===== src/rtl/pwm_multi_ramp.sv =====
// Multi-channel PWM generator sharing one period counter, with per-channel
// soft-start ramping toward a saturated speed target at period boundaries.
module pwm_multi_ramp #(
  parameter int CHANNELS  = 2,
  parameter int PERIOD    = 100000,
  parameter int SPEED_W   = 4,
  parameter int SPEED_MAX = 10,
  parameter int RAMP_DIV  = 0
) (
  input  logic                        clk,
  input  logic                        rst,
  input  logic                        en,
  input  logic                        load,
  input  logic [CHANNELS*SPEED_W-1:0] speed_in,
  output logic [CHANNELS-1:0]         pwm_out,
  output logic                        period_tick,
  output logic [CHANNELS-1:0]         ramping
);

  localparam int CNT_W  = $clog2(PERIOD);
  localparam int CMP_W  = $clog2(PERIOD + 1);
  localparam int PROD_W = CMP_W + SPEED_W;
  localparam int RDIV_W = (RAMP_DIV > 1) ? $clog2(RAMP_DIV) : 1;

  localparam logic [CNT_W-1:0]   CNT_LAST  = CNT_W'(PERIOD - 1);
  localparam logic [SPEED_W-1:0] LVL_MAX   = SPEED_W'(SPEED_MAX);
  localparam logic [RDIV_W-1:0]  RDIV_LAST = (RAMP_DIV > 1) ? RDIV_W'(RAMP_DIV - 1) : '0;
  localparam logic [PROD_W-1:0]  PERIOD_P  = PROD_W'(PERIOD);
  localparam logic [PROD_W-1:0]  SMAX_P    = PROD_W'(SPEED_MAX);

  logic [CNT_W-1:0]   cnt;
  logic [RDIV_W-1:0]  rdiv;
  logic [SPEED_W-1:0] target     [CHANNELS];
  logic [SPEED_W-1:0] level      [CHANNELS];
  logic [SPEED_W-1:0] level_next [CHANNELS];
  logic [CMP_W-1:0]   cmp        [CHANNELS];
  logic [CMP_W-1:0]   cmp_next   [CHANNELS];
  logic [PROD_W-1:0]  prod       [CHANNELS];
  logic [PROD_W-1:0]  quot       [CHANNELS];
  logic               boundary;

  function automatic logic [SPEED_W-1:0] clamp(input logic [SPEED_W-1:0] v);
    return (v > LVL_MAX) ? LVL_MAX : v;
  endfunction

  assign boundary = (cnt == CNT_LAST);

  // Next level: jump straight to target, or take a single step toward it once
  // every RAMP_DIV boundaries; the compare threshold follows from that level.
  always_comb begin
    for (int i = 0; i < CHANNELS; i++) begin
      level_next[i] = level[i];
      if (RAMP_DIV == 0) begin
        level_next[i] = target[i];
      end else if (rdiv == RDIV_LAST) begin
        if (level[i] < target[i]) begin
          level_next[i] = level[i] + SPEED_W'(1);
        end else if (level[i] > target[i]) begin
          level_next[i] = level[i] - SPEED_W'(1);
        end
      end
      prod[i]     = PROD_W'(level_next[i]) * PERIOD_P;
      quot[i]     = prod[i] / SMAX_P;
      cmp_next[i] = CMP_W'(quot[i]);
    end
  end

  always_comb begin
    ramping = '0;
    for (int i = 0; i < CHANNELS; i++) begin
      ramping[i] = (level[i] != target[i]);
    end
  end

  // Targets survive en low so that re-enabling soft-starts toward them.
  always_ff @(posedge clk or posedge rst) begin
    if (rst) begin
      for (int i = 0; i < CHANNELS; i++) begin
        target[i] <= '0;
      end
    end else if (load) begin
      for (int i = 0; i < CHANNELS; i++) begin
        target[i] <= clamp(speed_in[i*SPEED_W +: SPEED_W]);
      end
    end
  end

  // cmp only moves on a boundary, so each period's waveform is fixed at its
  // start; cnt < PERIOD keeps a full-scale threshold high across the wrap.
  always_ff @(posedge clk or posedge rst) begin
    if (rst) begin
      cnt         <= '0;
      rdiv        <= '0;
      period_tick <= 1'b0;
      pwm_out     <= '0;
      for (int i = 0; i < CHANNELS; i++) begin
        level[i] <= '0;
        cmp[i]   <= '0;
      end
    end else if (!en) begin
      cnt         <= '0;
      rdiv        <= '0;
      period_tick <= 1'b0;
      pwm_out     <= '0;
      for (int i = 0; i < CHANNELS; i++) begin
        level[i] <= '0;
        cmp[i]   <= '0;
      end
    end else begin
      cnt         <= boundary ? '0 : cnt + CNT_W'(1);
      period_tick <= boundary;
      for (int i = 0; i < CHANNELS; i++) begin
        pwm_out[i] <= (CMP_W'(cnt) < cmp[i]);
      end
      if (boundary) begin
        for (int i = 0; i < CHANNELS; i++) begin
          level[i] <= level_next[i];
          cmp[i]   <= cmp_next[i];
        end
        if (RAMP_DIV > 1) begin
          rdiv <= (rdiv == RDIV_LAST) ? '0 : rdiv + RDIV_W'(1);
        end
      end
    end
  end

endmodule


===== config.mk =====
export PLATFORM = sky130hd
export DESIGN_NAME = pwm_multi_ramp
export DESIGN_NICKNAME = d
export VERILOG_FILES = /design/src/rtl/pwm_multi_ramp.sv
export SDC_FILE = /design/constraint.sdc
export NUM_CORES = 1
export LEC_CHECK = 0
export ABC_AREA = 1
export CAP_MARGIN = 20
export CORE_ASPECT_RATIO = 2
export CORE_UTILIZATION = 50
export DETAILED_ROUTE_END_ITERATION = 12
export PLACE_DENSITY = 0.64
export RECOVER_POWER = 50
export SKIP_LAST_GASP = 1
export SLEW_MARGIN = 20
export SYNTH_ARGS = -nofsm -noshare
export SYNTH_HDL_FRONTEND = slang
export SYNTH_SLANG_ARGS = --single-unit

===== constraint.sdc =====
create_clock -name clk -period 12.6 [get_ports clk]
set_input_delay 2.52 -clock clk [delete_from_list [all_inputs] [get_ports clk]]
set_output_delay 2.52 -clock clk [all_outputs]
set_load 0.05 [all_outputs]

==> results.sh, run 1 <==
export IMPL_synth_ff_type="dfrtp_1"
export IMPL_cts_path_max_buffers=2
export IMPL_stop_stage="5_1_grt"
export IMPL_dp_hpwl_mm=54.7
export IMPL_ys_seq_area_share_pct=9.60
export IMPL_ios=17
export IMPL_synth_area_sq_um=18300
export IMPL_start_util_pct=51.0
export IMPL_error="[ERROR GRT-0232] Routing congestion too high. Check the congestion heatmap in the GUI."
export IMPL_yosysWarnings=0
export IMPL_die_y_um=272
export IMPL_grt_max_degree=71
export IMPL_synthArstFlopShare_pct=100
export IMPL_syn_inst=3264
export IMPL_status="aborted with a tool error"
export IMPL_syn_nets=3369
export IMPL_grt_ovfl_total=2
export IMPL_netlist_area_leader_share_pct=21.3
export IMPL_ctsHoldBuffers=0
export IMPL_cts_root_buf="clkbuf_16"
export IMPL_gp_congestion=0.975
export IMPL_cts_sinks=70
export IMPL_ys_ff_latch=70
export IMPL_htreeDepth=3
export IMPL_synth_top_area_cell="nand2_1"
export IMPL_std_cell_rows=98
export IMPL_synth_area_per_cell_sq_um=5.59
export IMPL_cts_buffers=9
export IMPL_synth_area_leaders="nand2_1, nand3_1, dfrtp_1"
export IMPL_synth_edf_count=0
export IMPL_post_place_ws_ns=-1.14
export IMPL_portBuffers=16
export IMPL_crit_endpoint="cmp[17]$_DFFE_PP0P_/D"
export IMPL_worstEndpointType="register data pin"
export IMPL_grt_usage_pct=46.0
export IMPL_die_w_um=137
export IMPL_synth_distinct_cells=67
==> cell usage after synthesis (5+ instances only) <==
cell and n:
dfrtp_1 70, nor2_1 284, or2_2 5, a21oi_1 60, xnor2_1 20, clkinv_1 13, ha_1 93, o21ai_2 11
a21o_1 6, o21a_1 8, nor2_2 56, clkbuf_8 6, nor2_4 24, nor3_2 5, o21bai_1 10, nand3_2 40
xor2_2 5, nand2_4 33, clkbuf_1 6, nand3b_1 20, nand4_1 115, inv_2 53, nand2_2 139, nor3_1 28
nand3_1 359, nand2_1 1038, buf_6 24, o22ai_1 28, inv_1 450, xor2_1 84, o21ai_1 30, o21ai_0 82
==> through the flow <==
step | cells | hold WS (ns) | cell area, sq um
after CTS | 4540 | 0.494 | 26500
after detailed placement | 4455 | 0.475 | 24700
after global placement | 4454 | 0.470 | 24700
after floorplan | 3264 | 0.449 | 18600
==> kinds of logic after synthesis <==
family          after synthesis  synth area share, %
flops                        70                 9.60
compound gates              259                 8.36
fa+ha+maj                    93                 6.38
buf+inv                     562                 13.1
simple gates               2169                 56.9
xor+xnor                    111                 5.68
==> layer usage <==
layer	GRT overflow	global-route usage (%)
met4	1	46.3
met2	1	79.7
met1	0	40.1
met5	0	0
met3	0	14.7
==> what timing repair did <==
action	CTS
cloned	16
pin swaps	95
resized for setup	221
setup buffers	53
endpoints found under the setup margin	5
==> inputs of run 2 (changes only) <==
--- a/config.mk
+++ b/config.mk
@@ -7,10 +7,9 @@
 export LEC_CHECK = 0
 export ABC_AREA = 1
 export CAP_MARGIN = 20
-export CORE_ASPECT_RATIO = 2
-export CORE_UTILIZATION = 50
+export CORE_UTILIZATION = 35
 export DETAILED_ROUTE_END_ITERATION = 12
-export PLACE_DENSITY = 0.64
+export PLACE_DENSITY_LB_ADDON = 0.15
 export RECOVER_POWER = 50
 export SKIP_LAST_GASP = 1
 export SLEW_MARGIN = 20
==> constraint.sdc (replaced) <==
create_clock -name clk -period 16.4 [get_ports clk]
set_input_delay 3.28 -clock clk [delete_from_list [all_inputs] [get_ports clk]]
set_output_delay 3.28 -clock clk [all_outputs]
set_load 0.05 [all_outputs]
==> results.sh, run 2 <==
export IMPL_vias=20100
export IMPL_netlist_area_leader_share_pct=21.3
export IMPL_clkLatencyLatePin_ns=0.35
export IMPL_failed_checks="capacitance limit, slew limit"
export IMPL_dp_hpwl_mm=45.3
export IMPL_std_cell_rows=83
export IMPL_register_area_sq_um=1750
export IMPL_max_slew_margin_rel_pct=-171
export IMPL_synth_xor_area_share_pct=5.68
export IMPL_critPathKind="reg -> reg"
export IMPL_cts_path_max_buffers=2
export IMPL_areaGrowthSynthToFinish_pct=8.72
export IMPL_synth_area_per_cell_sq_um=5.59
export IMPL_ys_ff_latch=70
export IMPL_start_util_pct=35.5
export IMPL_synth_top_family_by_area="simple AND/OR/NAND/NOR gates"
export IMPL_synth_area_leaders="nand2_1, nand3_1, dfrtp_1"
export IMPL_clkTransAtPathRegs_ns=0.06
export IMPL_grt_max_degree=71
export IMPL_critPathRequiredTime_ns=16.63
export IMPL_ys_seq_area_share_pct=9.60
export IMPL_reg2reg_depth=114
export IMPL_finalNetCount=3403
export IMPL_cp_common_cell="nand2_1"
export IMPL_drive_gt1_share_pct=15.0
export IMPL_fmax_mhz=66.6
export IMPL_synth_ff_type="dfrtp_1"
export IMPL_initialDrtViolationCount=1432
export IMPL_multiInputGateArea_sq_um=14500
export IMPL_grt_pass1_vias=18400
export IMPL_synth_simple_area_share_pct=56.9
export IMPL_post_route_util_pct=38.6
export IMPL_synth_area_sq_um=18300
export IMPL_largest_reg_flops=34
export IMPL_status="complete, but fails checks"
export IMPL_reg2reg_slack_ns=1.39
export IMPL_grt_usage_pct=20.4
export IMPL_top_register="cmp"
export IMPL_reg2reg_to="cmp[17]"
export IMPL_rsz0062_at_grt="yes"
export IMPL_portBuffers=16
export IMPL_die_area_sq_um=53100
export IMPL_fin_crit_sh_pct=91.5
export IMPL_coreArea_sq_um=51400
export IMPL_finalHoldViolCount=0
export IMPL_fillers=5705
export IMPL_hold_path_class="reg -> reg"
export IMPL_grt_ovfl_total=0
export IMPL_grt_first_pass_wirelength_mm=91.5
export IMPL_final_common_cell="nand2_1"
export IMPL_synth_top_area_cell="nand2_1"
export IMPL_synthMuxAreaShare_pct=0
export IMPL_final_setup_viol_count=0
export IMPL_cts_buffers=9
export IMPL_die_w_um=230
export IMPL_synth_compound_area_share_pct=8.36
export IMPL_wl_per_cell_um=14.0
export IMPL_syn_nets=3369
export IMPL_synth_adder_area_share_pct=6.38
export IMPL_yosysMostFrequentCell="nand2_1"
export IMPL_antenna_found_initial=1
export IMPL_htreeDepth=3
export IMPL_syn_inst=3264
export IMPL_yosysWarnings=0
export IMPL_synth_edf_count=0
export IMPL_critPathMaxFanout=18
export IMPL_die_y_um=230
export IMPL_critical_path_max_stage_delay_ns=0.36
export IMPL_drcViolationCount=0
export IMPL_whs_ns=0.493
export IMPL_maxSlewViolCount=71
export IMPL_crit_path_top_delay_cell="dfrtp_1"
export IMPL_ios=17
export IMPL_routed_wl_mm=55.7
export IMPL_ctsHoldBuffers=0
export IMPL_gp_congestion=0.899
export IMPL_drt_pass1_iterations=7
export IMPL_synth_common_cells="nand2_1, inv_1, nand3_1"
export IMPL_critPathCaptureType="flip-flop"
export IMPL_worstMarginPinSlew_ns=4.06
export IMPL_fin_crit_ns=15.01
export IMPL_startpoint="level_next[6]"
export IMPL_cts_sinks=70
export IMPL_start_kind="flip-flop"
export IMPL_cp_endpoint="cmp[17]"
export IMPL_drt_vias_per_instance=5.04
export IMPL_synthArstFlopShare_pct=100
export IMPL_reg_top3="cmp: 34 flops, cnt: 17 flops"
export IMPL_cts_tree="yes"
export IMPL_cts_root_buf="clkbuf_16"
export IMPL_drv_cap=1
export IMPL_arrival_ns=15.24
export IMPL_final_antenna_net_count=0
export IMPL_fin_skew_ns=0.00933
export IMPL_final_cell_mix="nand2_1, inv_1, nand3_1"
export IMPL_synth_distinct_cells=67
export IMPL_r2r_start="level_next[6]"
[run 2: cells by family after synthesis]
kind of cell,Yosys count
simple gates,2169
buf+inv,562
compound gates,259
xor+xnor,111
fa+ha+maj,93
flops,70
[run 2: final cells by class]
| type | count | share of cell area [%] |
|---|---|---|
| multi-input combinational | 2636 | 72.9 |
| inverter | 520 | 9.88 |
| sequential | 70 | 8.83 |
| tap | 680 | 4.29 |
| timing repair buffer | 61 | 2.62 |
| clock buffer | 10 | 1.20 |
| clock inverter | 6 | 0.265 |
| antenna | 1 | 0.0126 |
[run 2: layer usage]
layer  GRT usage [%]  share of wire (%)  up-vias  routed length (um)
li1                -                  -    10500                   -
met1            28.7                 50     9117               27800
met2            34.0                 45      381               25300
met3            1.17                2.9       67                1620
met4            4.76                1.8        0                1010
met5               0                  0        -                   0
[run 2: repair_timing]
item / in CTS / in global routing
gates cloned: 0 / 4
gates resized for setup: 5 / 55
setup endpoints to repair: 2 / 5
buffers inserted: 0 / 29
pin swaps: 0 / 19
[run 2: worst min-delay path by stage]
stage,from,end,slack (ns),cells past startpoint
after floorplan,cmp[0],cmp[0],0.45,2
after global placement,cmp[17],cmp[17],0.47,2
after detailed placement,cmp[0],cmp[0],0.48,2
after CTS,cmp[0],cmp[0],0.50,2
after global routing,level[6],level[6],0.53,2
final,cmp[17],cmp[17],0.49,2
[run 2: stage by stage]
step	setup TNS (ns)	std cells	setup WS [ns]	area [sq um]
after floorplan	0	3264	3.35	18300
after global placement	-0.578	3934	-0.344	19000
after detailed placement	-0.782	3934	-0.447	19000
after CTS	0	3950	0.0300	19300
after global routing	-0.0577	3984	-0.0577	19800
final	0	3984	1.39	19800
[run 2: worst max-delay path: cells and delay by family, from the launching register on]
kind | cells | cell delay, ns
compound gates | 2 | 0.36
xor+xnor | 2 | 0.53
fa+ha+maj | 6 | 1.76
buf+inv | 14 | 1.63
flops | 1 | 0.36
simple gates | 90 | 10.23
Power of run 2 is not shown: default switching activity piles up to over one toggle a cycle in this logic, so the estimate is an artifact.
